$ cat src/rtl/scan_decoder_pkg.sv
// ---------------------------------------------------------------------------
// scan_pkg
// Shared types and helpers for the select/scan decoder family.
//   scan_mode_t  : auto scan vs. manual (direct decode) selection
//   onehot_msb() : MSB-first one-hot encoding, index k -> bit (width-1-k)
// ---------------------------------------------------------------------------
package scan_pkg;

    typedef enum logic {
        SCAN_AUTO   = 1'b0,
        SCAN_MANUAL = 1'b1
    } scan_mode_t;

    // Widest one-hot vector the helper can produce; callers size-cast down.
    localparam int unsigned ONEHOT_MAX_W = 256;

    // Returns a vector with bit (width-1-idx) set. An out-of-range index
    // yields all zeros so a caller never sees a stray bit.
    function automatic logic [ONEHOT_MAX_W-1:0] onehot_msb(
        input int unsigned idx,
        input int unsigned width
    );
        logic [ONEHOT_MAX_W-1:0] result;
        result = '0;
        if ((idx < width) && (width <= ONEHOT_MAX_W)) begin
            result = ONEHOT_MAX_W'(1) << (width - 1 - idx);
        end
        return result;
    endfunction

endpackage

$ cat src/rtl/scan_decoder_tick_gen.sv
// ---------------------------------------------------------------------------
// tick_gen
// Free-running prescaler producing a registered one-cycle pulse every
// PRESCALE enabled clock cycles.
//   clk   : system clock, rising edge
//   reset : synchronous active-high reset (count and tick cleared)
//   en    : count enable; low holds the count and suppresses the tick
//   tick  : registered pulse, high for the cycle after the count wraps
// ---------------------------------------------------------------------------
module tick_gen #(
    parameter int PRESCALE = 100000
) (
    input  logic clk,
    input  logic reset,
    input  logic en,
    output logic tick
);

    localparam int CNT_W = (PRESCALE > 1) ? $clog2(PRESCALE) : 1;
    localparam logic [CNT_W-1:0] CNT_LAST = CNT_W'(PRESCALE - 1);

    logic [CNT_W-1:0] count_q;
    logic [CNT_W-1:0] count_d;
    logic             tick_q;
    logic             tick_d;

    // Next-state for the prescaler. With PRESCALE=1 the count sits at 0,
    // which always equals CNT_LAST, so every enabled cycle wraps.
    always_comb begin
        count_d = count_q;
        tick_d  = 1'b0;
        if (en) begin
            if (count_q == CNT_LAST) begin
                count_d = '0;
                tick_d  = 1'b1;
            end else begin
                count_d = count_q + CNT_W'(1);
            end
        end
    end

    // Prescaler state register with synchronous reset.
    always_ff @(posedge clk) begin
        if (reset) begin
            count_q <= '0;
            tick_q  <= 1'b0;
        end else begin
            count_q <= count_d;
            tick_q  <= tick_d;
        end
    end

    assign tick = tick_q;

endmodule

$ cat src/rtl/scan_decoder.sv
// ---------------------------------------------------------------------------
// scan_decoder
// One-hot select generator with a built-in scan engine. In auto mode the
// index steps to the next enabled mask position on every prescaler tick;
// in manual mode it acts as a registered plain decoder of man_idx.
//   clk     : system clock, rising edge
//   reset   : synchronous active-high reset
//   en      : global enable; low freezes the scan and blanks sel_o
//   mode    : 0 = auto scan, 1 = manual decode of man_idx
//   man_idx : index used in manual mode
//   mask    : bit k high enables position k
//   sel_o   : registered MSB-first one-hot select (inverted if ACTIVE_LOW)
//   idx_o   : registered current index (drives the digit data mux)
//   tick_o  : one-cycle pulse at each prescaler wrap
// ---------------------------------------------------------------------------
module scan_decoder
    import scan_pkg::*;
#(
    parameter int SEL_W      = 2,
    parameter int PRESCALE   = 100000,
    parameter bit ACTIVE_LOW = 1'b0
) (
    input  logic                  clk,
    input  logic                  reset,
    input  logic                  en,
    input  logic                  mode,
    input  logic [SEL_W-1:0]      man_idx,
    input  logic [(2**SEL_W)-1:0] mask,
    output logic [(2**SEL_W)-1:0] sel_o,
    output logic [SEL_W-1:0]      idx_o,
    output logic                  tick_o
);

    localparam int N = 2**SEL_W;
    localparam logic [N-1:0] INACTIVE = ACTIVE_LOW ? {N{1'b1}} : {N{1'b0}};

    logic [SEL_W-1:0] idx_q;
    logic [SEL_W-1:0] idx_d;
    logic [N-1:0]     sel_q;
    logic [N-1:0]     sel_d;
    logic             tick;
    logic [SEL_W-1:0] nextEnabled;
    logic [SEL_W-1:0] cand;
    logic             found;
    logic [N-1:0]     oneHot;
    scan_mode_t       modeSel;

    tick_gen #(
        .PRESCALE (PRESCALE)
    ) u_tick_gen (
        .clk   (clk),
        .reset (reset),
        .en    (en),
        .tick  (tick)
    );

    assign modeSel = scan_mode_t'(mode);

    // Circular search for the first enabled position after idx_q. The
    // offset N truncates to 0 and revisits idx_q itself, so a lone enabled
    // current position keeps the index; an empty mask leaves it unchanged.
    always_comb begin
        nextEnabled = idx_q;
        found       = 1'b0;
        cand        = idx_q;
        for (int d = 1; d <= N; d++) begin
            cand = idx_q + SEL_W'(d);
            if (!found && mask[cand]) begin
                nextEnabled = cand;
                found       = 1'b1;
            end
        end
    end

    // Next index, priority en=0 > mode > tick. The select is decoded from
    // the next index so sel_o and idx_o move on the same edge, and it is
    // blanked whenever the target position is masked off or en is low.
    always_comb begin
        idx_d = idx_q;
        if (en) begin
            if (modeSel == SCAN_MANUAL) begin
                idx_d = man_idx;
            end else if (tick) begin
                idx_d = nextEnabled;
            end
        end
        oneHot = N'(onehot_msb(32'(idx_d), N));
        sel_d  = INACTIVE;
        if (en && mask[idx_d]) begin
            sel_d = ACTIVE_LOW ? ~oneHot : oneHot;
        end
    end

    // Index and select registers; reset restarts the scan from index 0.
    always_ff @(posedge clk) begin
        if (reset) begin
            idx_q <= '0;
            sel_q <= INACTIVE;
        end else begin
            idx_q <= idx_d;
            sel_q <= sel_d;
        end
    end

    assign sel_o  = sel_q;
    assign idx_o  = idx_q;
    assign tick_o = tick;

endmodule

$ cat config.mk
export PLATFORM = sky130hd
export DESIGN_NAME = scan_decoder
export DESIGN_NICKNAME = d
export VERILOG_FILES = /design/src/rtl/scan_decoder_pkg.sv /design/src/rtl/scan_decoder_tick_gen.sv /design/src/rtl/scan_decoder.sv
export SDC_FILE = /design/constraint.sdc
export NUM_CORES = 1
export LEC_CHECK = 0
export ABC_AREA = 1
export CAP_MARGIN = 5
export CORE_MARGIN = 8
export CORE_UTILIZATION = 59
export DETAILED_ROUTE_END_ITERATION = 8
export HOLD_SLACK_MARGIN = 0.08
export PLACE_DENSITY = 0.84
export SYNTH_ARGS = -nofsm -noshare
export SYNTH_HDL_FRONTEND = slang
export SYNTH_SLANG_ARGS = --single-unit
$ cat constraint.sdc
create_clock -name clk -period 4.37 [get_ports clk]
set_input_delay 0.874 -clock clk [delete_from_list [all_inputs] [get_ports clk]]
set_output_delay 0.874 -clock clk [all_outputs]
set_load 0.05 [all_outputs]
Word level (Yosys, flattened, before mapping)
Index checks and enable logic that the tools add are counted.
{"block": "totals", "reg_bits": 24, "inputBits": 10, "elab_cells": 49}
{"block": "classes", "add_sub_neg": 5, "magnitude_cmp": 5, "eq_ne": 1, "shifts": 1, "n_mux": 22, "bitwise_logic": 2, "n_reduce_logical": 9}
{"op": "1-bit by 32-bit left shift with 4-bit output (first input constant)", "count": 1}
{"op": "17-bit by 1-bit adder with 17-bit output (second input constant)", "count": 1}
{"op": "17-bit == test (second input constant)", "count": 1}
{"op": "17-bit 2-to-1 mux", "count": 1}
{"op": "2-bit by 3-bit less-than comparator with 1-bit output (second input constant)", "count": 5}
{"op": "2-bit 2-to-1 mux", "count": 7}
{"op": "1-bit binary-select mux with 2-bit select", "count": 5}
{"op": "1-bit 2-to-1 mux", "count": 9}
{"op": "2-bit adder (second input constant)", "count": 2}
{"op": "1-bit logical AND", "count": 4}
{"op": "2-bit OR reduction", "count": 2}
{"op": "1-bit zero test", "count": 3}
{"op": "2-bit by 2-bit subtractor with 3-bit output (first input constant)", "count": 1}
{"op": "2-bit by 1-bit adder with 2-bit output (second input constant)", "count": 1}
{"op": "1-bit NOT", "count": 2}

Longest topological paths before layout
Gate-level depths: netlist of the first run.
{"block": "depth", "ltp_word": 21, "ltp_mapped": 19}

Hierarchy
From an unflattened synthesis of the first run, not the netlist that was laid out.
{"block": "hier_totals", "cells_unflattened": 237, "hier_area_um2": 1590.3}
{"module": "tick_gen", "n_inst": 1, "cells_per_inst": 143, "area_each_um2": 1006.0}
{"module": "scan_decoder", "n_inst": 1, "cells_per_inst": 94, "area_each_um2": 584.3}

Worst setup path before layout of the first run
OpenSTA, ideal clock, no wires.
{"block": "synth_path", "path_type": "input-to-reg", "startpoint": "input port mask[1]", "endpoint": "register sel_q[0] (netlist: sel_o[0])", "setup_ns": 0.112, "arrival_time_ns": 1.975, "t_required_ns": 4.258, "setup_slack_ns": 2.283, "stages": 16, "path_cell_list": "inv_1 nand2_1 nand3_1 nand2_2 nor2_2 nand3_1 nand2_1 nand2_1 nand3_2 nand2_2 nand2_4 nand2_1 nand3_1 nand2_1 nand3_1 nor2_1"}
{"block": "synth_between", "elab_chain_len": 20, "word_cells_on_any_way": 31}
{"element": "start: declaration", "line": "scan_decoder.sv:28", "rtl": "input logic [(2**SEL_W)-1:0] mask,"}
{"element": "1-bit binary-select mux with 2-bit select", "line": "scan_decoder.sv:68", "rtl": "if (!found && mask[cand]) begin"}
{"element": "1-bit 2-to-1 mux (implied by the code)", "line": "scan_decoder.sv:68"}
{"element": "1-bit 2-to-1 mux", "line": "scan_decoder.sv:68"}
{"element": "1-bit zero test", "line": "scan_decoder.sv:68"}
{"element": "1-bit logical AND", "line": "scan_decoder.sv:68"}
{"element": "1-bit 2-to-1 mux", "line": "scan_decoder.sv:68"}
{"element": "1-bit zero test", "line": "scan_decoder.sv:68"}
{"element": "1-bit logical AND", "line": "scan_decoder.sv:68"}
{"element": "[... 4 more ...]"}
{"element": "2-bit 2-to-1 mux", "line": "scan_decoder.sv:83", "rtl": "end else if (tick) begin"}
{"element": "2-bit 2-to-1 mux", "line": "scan_decoder.sv:81", "rtl": "if (modeSel == SCAN_MANUAL) begin"}
{"element": "2-bit 2-to-1 mux", "line": "scan_decoder.sv:80", "rtl": "if (en) begin"}
{"element": "1-bit binary-select mux with 2-bit select", "line": "scan_decoder.sv:89", "rtl": "if (en && mask[idx_d]) begin"}
{"element": "1-bit 2-to-1 mux (implied by the code)", "line": "scan_decoder.sv:89"}
{"element": "1-bit logical AND", "line": "scan_decoder.sv:89"}
{"element": "1-bit NOT (no line)"}
{"element": "2-bit OR reduction (no line)"}
{"element": "end signal: assignment", "line": "scan_decoder.sv:101", "rtl": "sel_q <= sel_d;"}
{"element": "end: declaration", "line": "scan_decoder.sv:39", "rtl": "logic [N-1:0] sel_q;"}
Parallel ways exist; a longest one is shown, timed or not. The select of a mux whose other input is x is not followed.
A chain may end at the register's enable or synchronous reset.

Final worst setup path of the first run
{"block": "layout_path", "startpoint": "register idx_q[0] (netlist: idx_o[0])", "endpoint": "output port idx_o[0]"}
{"element": "start: declaration", "line": "scan_decoder.sv:37", "rtl": "logic [SEL_W-1:0] idx_q;"}
{"element": "start signal: assignment", "line": "scan_decoder.sv:100", "rtl": "idx_q <= idx_d;"}
{"element": "end: declaration", "line": "scan_decoder.sv:30", "rtl": "output logic [SEL_W-1:0] idx_o,"}
No word-level cell between the ends.

==> impl_results.md, run 1 <==
- Top cells by area, synth: dfxtp_1, nand2_1, nor2_1
- Critical Path RT: 3.50 ns
- Max frequency: 373.1 MHz
- # setup viols final: 0
- Drt total wl: 2.994 mm
- Net Count, Synth: 226
- Die Wd: 65.19 um
- Synthesized area: 1428 um2
- Cell count after synthesis: 215
- Area of the core: 2387 um2
- CTS H-tree lvls: 1
- Worst-case reg-to-reg path depth: 17
- Rel. slew slack: 65.12%
- CTS Hold Bufs: 0
- Placed Area: 1605 um2
- Register area share after synthesis: 33.65%
- Worst Setup Path Type: flip-flop to primary output
- WHS Endpoint: u_tick_gen.count_q[16]
- Count of clock tree sinks: 24
- Num CTS Buffers: 3
- Setup_tns: 0 ns
- Number of global-route vias before repair: 1200
- Worst-Margin Slew: 0.5216 ns
- Initial antenna violation count: 0
- Peak supply drop: 0.2675 mV
- Total GRT Usage: 14.67%
- Cell family with most CP delay: buffers and inverters
- RSZ-0062 raised after global routing: no
- Pin count of the biggest net entering global routing: 15
- Hold Path Cell Cnt: 2
- Post-synth top area share: 33.65%
- Post-synthesis mux area share: 0%
- Worst reg-to-reg setup slack: 2.32 ns
- Xor and xnor fraction of the mapped netlist area: 6.748%
- Max-cap viol count: 0
- Run status: finished clean
- YS warnings: 0
- Count of cell types in the netlist: 27
- Synthesis-stage register bit count: 24
- GPL Wtd Cong: 0.8497
- Average size of a mapped cell: 6.640 um2
- CP Buf/Inv Count: 1
- CTS tree: done
- Fin crit share: 61.33%
- Largest family of logic cells by synthesized area: simple AND/OR/NAND/NOR gates
- Tmin final: 2.680 ns
- Met2 Track Usage GR: 22.63%
- Crit-path cells: clkdlybuf4s50_1
- DP HPWL: 2.369 mm
- Pre-antenna DRT Iters: 5
- FILL cells: 217
- Worst setup EP type: primary output
- # diodes: 0
- Post-synthesis adder-cell area fraction: 0.8764%
- Finished Cell Area: 1658 um2
- Power Density: 289.4 nW/um2
- DRC viols: 0
- Min Hold Slack: 0.4861 ns
- Post-synthesis compound-gate area fraction: 3.944%
- Grt total ovfl: 0
- Leakage power: 0.6894 nW
- Top Usage Layer GRT: met2
- HP Class: flip-flop to flip-flop
- Via/cell ratio: 5.302
- Met1 Track Usage GR: 19.26%
- Post_cts resized: 0
- Synth area leader: dfxtp_1
- Post-synthesis simple-gate area fraction: 46.28%
- CP startpoint kind: flip-flop
- Synth-to-layout area growth: 16.13%
- Row count: 18
- CP max-delay cell: clkdlybuf4s50_1
- R2R Path Start: idx_o[0]
- CP Max Fanout: 11
- Starting Density: 59.80%
- Worst path arrival time: 1.81 ns
- Antenna Nets Post-Route: 0
- GRT met3 Usage: 4.082%
- Final core utilization: 69.44%
- DRT iter0 DRCs: 87
- Root buffer cell: clkbuf_4
- Vias: 1389
- Share of layout cells above drive strength 1: 12.50%
- Final Hold Fails: 0
- Setup bufs post-CTS: 0
- Worst-Skew Late Latency: 0.32 ns
- Critical R2R Capture: sel_o[1]
- Die ar.: 4250 um2
- Min-delay src: u_tick_gen.count_q[16]
- Clock transition at path regs: 0.13 ns
- Pins Over Slew Limit: 0
- Buffers on Ports: 16
- Fin Clk Skew: 0.008144 ns
- IO Count: 17
- Wire per inst: 11.43 um
- Clk buf depth: 2
- Die height: 65.19 um
- Final nets: 244
- First-pass GRT wire length: 5.126 mm
- Critical path's largest stage delay: 0.89 ns
## layout make-up
cell class / count / area (um2) / share of cell area (%)
Timing Repair Buffer: 16 / 160.2 / 9.660
Multi-Input combinational cell: 162 / 825.8 / 49.81
Clock inverter: 1 / 30.03 / 1.811
Sequential cell: 24 / 480.5 / 28.98
Tap cell: 30 / 37.54 / 2.264
Inverter: 26 / 101.3 / 6.113
Clock buffer: 3 / 22.52 / 1.358
## flip-flops by register name, indices dropped and copies added, names as in the netlist
name                cells
u_tick_gen.count_q     17
sel_o                   4
idx_o                   2
u_tick_gen.tick         1
## through the flow
step | total power [mW] | worst slack (ns) | std cells
final | 0.4798 | 1.690 | 262
after global routing | 0.5056 | 1.599 | 262
after CTS | 0.4840 | 1.676 | 262
after detailed placement | 0.3267 | 1.405 | 258
after global placement | 0.3261 | 1.503 | 258
after floorplan | 0.3026 | 2.283 | 215
## power by group
| part | internal (mW) | switching, mW | total [mW] |
|---|---|---|---|
| sequential | 0.223 | 0.00536 | 0.228 |
| clock | 0.0928 | 0.0650 | 0.158 |
| combinational | 0.0350 | 0.0589 | 0.0939 |
| total | 0.351 | 0.129 | 0.480 |
## routing by layer
metal  share of wire (%)  up-vias
li1                    -      711
met3                 8.7        6
met1                  46      627
met5                   0        -
met4                 1.6        0
met2                  43       45
## synth_stat cells
cell and n:
nand3_2 2, nor2_2 1, nand2_4 4, xor2_1 8, buf_6 1, inv_1 23
dfxtp_1 24, clkbuf_1 1, xnor2_1 3, or2_2 2, nand4_1 3, a21oi_2 1
nor2_1 33, nor4_1 5, clkinv_2 1, nor3_1 5, ha_1 1, nand2_2 12
inv_4 1, buf_2 1, nand2_1 52, a22oi_1 1, o21ai_0 2, nand3_1 20
a21oi_1 6, inv_2 1, nor3b_1 1
## cell families (layout without fill, tap and decap cells)
| family | after synthesis | after routing |
|---|---|---|
| fa+ha+maj | 1 | 1 |
| xor+xnor | 11 | 11 |
| flops | 24 | 24 |
| simple gates | 140 | 140 |
| buf+inv | 29 | 46 |
| compound gates | 10 | 10 |
## worst max-delay path by stage
stage                                   endpoint     start  depth (start not counted)  slack, ns
final                                   idx_o[0]  idx_o[0]                          1       1.69
after global placement    u_tick_gen.count_q[13]        en                         11       1.50
after detailed placement  u_tick_gen.count_q[13]        en                         11       1.40
after CTS                               idx_o[0]  idx_o[0]                          1       1.68
after global routing      u_tick_gen.count_q[13]        en                         11       1.60
after floorplan                         sel_o[0]   mask[1]                         16       2.28
## placed cells by master, fill, tap and decap left out, drive strengths merged
cell / instances
dfxtp: 24
nand2: 68
bufinv: 1
a21oi: 7
clkinv: 1
nor4: 5
nor2: 34
nor3: 5
xor2: 8
nor3b: 1
or2: 2
clkbuf: 3
a22oi: 1
ha: 1
clkdlybuf4s50: 16
o21ai: 2
xnor2: 3
inv: 25
nand4: 3
nand3: 22
(Power assumes the default switching activity.)
==> inputs of run 2 (changes only) <==
- CORE_UTILIZATION: 59 -> 55
- PLACE_DENSITY: 0.84 -> 0.79
- clock period: 4.37 -> 2.5 ns (I/O delays scaled with it)
==> run 2 against run 1 <==
Compared with the run above:
- non-clock buffer count increased by 4
- critical path depth unchanged
- hold slack got worse by 0.0076 ns
- worst setup slack got worse by 1.5 ns
- power increased by 61%
- global-route usage increased by 1.5 points
- sequential power increased by 75%
==> impl_results.md, run 2 (synthesized netlist as in run 1, its figures left out) <==
- Run status: finished clean
- Starting Density: 57.63%
- Final nets: 248
- Buffers on Ports: 16
- Clock transition at path regs: 0.13 ns
- Die Wd: 66.95 um
- Num CTS Buffers: 3
- Vias: 1393
- Setup_tns: 0 ns
- Placed cells: 262
- Fin Clk Skew: 0.007552 ns
- Setup bufs post-CTS: 0
- Synth-to-layout area growth: 17.09%
- CP Max Fanout: 11
- Number of global-route vias before repair: 1388
- Post-layout worst setup margin: 0.2109 ns
- CP startpoint kind: flip-flop
- Share of layout cells above drive strength 1: 13.98%
- Most common cell after layout, fill and taps aside: nand2_1
- Worst setup path end: idx_o[0]
- Commonest non-fill, non-tap cells in the layout: nand2_1, nor2_1, dfxtp_1
- Critical path's largest stage delay: 0.89 ns
- # setup viols final: 0
- Grt total ovfl: 0
- CP Buf/Inv Count: 1
- Total GRT Usage: 16.14%
- Pre-antenna DRT Iters: 5
- Critical Path RT: 2.00 ns
- Leakage power: 0.7017 nW
- Tmin final: 2.289 ns
- Area of the core: 2477 um2
- Antenna Nets Post-Route: 0
- Cell family with most CP delay: buffers and inverters
- Met2 WL: 1.667 mm
- Pre-CTS setup slack: 0.07300 ns
- Max-cap viol count: 0
- Clk buf depth: 2
- Non-filler cells, final: 266
- Via/cell ratio: 5.237
- Drt total wl: 3.435 mm
- Crit-path cells: clkdlybuf4s50_1
- Root buffer cell: clkbuf_4
- RSZ-0062 raised after global routing: no
- Die height: 66.95 um
- WP depth: 1
- Pins Over Slew Limit: 0
- Max FFs per register: 17
- CP max-delay cell: clkdlybuf4s50_1
- Worst setup EP type: primary output
- Pwr Total: 770.5 uW
- IO Count: 17
- Die ar.: 4482 um2
- Worst path arrival time: 1.79 ns
- Count of clock tree sinks: 24
- Worst-Margin Slew: 0.4984 ns
- Power Density: 460.9 nW/um2
- CTS tree: done
- Worst Setup Path Type: flip-flop to primary output
- Critical R2R Capture: sel_o[3]
- Final Hold Fails: 0
- Pin count of the biggest net entering global routing: 14
- Fin crit share: 91.56%
- CTS Hold Bufs: 0
- Row count: 18
- Worst-case reg-to-reg path depth: 14
- Rel. slew slack: 66.67%
- CTS H-tree lvls: 1
- Peak supply drop: 0.3712 mV
- Setup crit start: idx_o[0]
- Worst reg-to-reg setup slack: 0.39 ns
- Initial antenna violation count: 0
- First-pass GRT wire length: 5.830 mm
- Wire per inst: 12.91 um
- DRT iter0 DRCs: 132
- # diodes: 0
- HP Class: flip-flop to flip-flop
- Routed wl met3: 200 um
- Max frequency: 436.9 MHz
- Top Layer Used: met4
- Reg with most FFs: u_tick_gen.count_q
- DP HPWL: 2.756 mm
- WL met1: 1.538 mm
- Post_cts resized: 0
- R2R Path Start: idx_o[0]
- Final core utilization: 67.47%
- DRC viols: 0
- GPL Wtd Cong: 0.9562
- Worst-Skew Late Latency: 0.31 ns
run 2: changes by cell type in the layout (fill, tap and decap cells not counted), sizes merged:
cell | before | now
buf | 0 | 4
bufinv | 1 | 0
clkbuf | 3 | 4
run 2: cell type report:
class,instances,area (um2)
multi-input cells,162,825.8
fillers,223,805.8
flip-flops and latches,24,480.5
repair buffers,20,190.2
inverters,26,101.3
well taps,30,37.54
clock buffers,4,36.28
run 2: worst min-delay path by stage:
| stage | start | depth (start not counted) | slack [ns] | end |
|---|---|---|---|---|
| 5_1_grt | u_tick_gen.count_q[16] | 2 | 0.50 | u_tick_gen.count_q[16] |
| 6_report | u_tick_gen.count_q[16] | 2 | 0.48 | u_tick_gen.count_q[16] |
| 3_5_place_dp | u_tick_gen.count_q[16] | 2 | 0.46 | u_tick_gen.count_q[16] |
| 4_1_cts | u_tick_gen.count_q[16] | 2 | 0.48 | u_tick_gen.count_q[16] |
| 2_1_floorplan | u_tick_gen.count_q[16] | 2 | 0.44 | u_tick_gen.count_q[16] |
| 3_3_place_gp | u_tick_gen.count_q[16] | 2 | 0.45 | u_tick_gen.count_q[16] |
run 2: stage by stage:
stage          hold slack [ns]  area, um2
5_1_grt                 0.5018       1672
4_1_cts                 0.4805       1672
6_report                0.4785       1672
3_5_place_dp            0.4622       1635
2_1_floorplan           0.4439       1428
3_3_place_gp            0.4507       1635
run 2: where the power goes:
group / internal (mW) / switching (mW)
Combinational: 0.0653 / 0.107
Clock: 0.0890 / 0.110
Sequential: 0.389 / 0.00960
Total: 0.544 / 0.227
run 2: per-layer routing:
| layer | up-vias | track usage (%) |
|---|---|---|
| met5 | - | 0 |
| met3 | 4 | 4.027 |
| met4 | 0 | 4.178 |
| met2 | 41 | 28.32 |
| met1 | 626 | 18.94 |
| li1 | 722 | - |
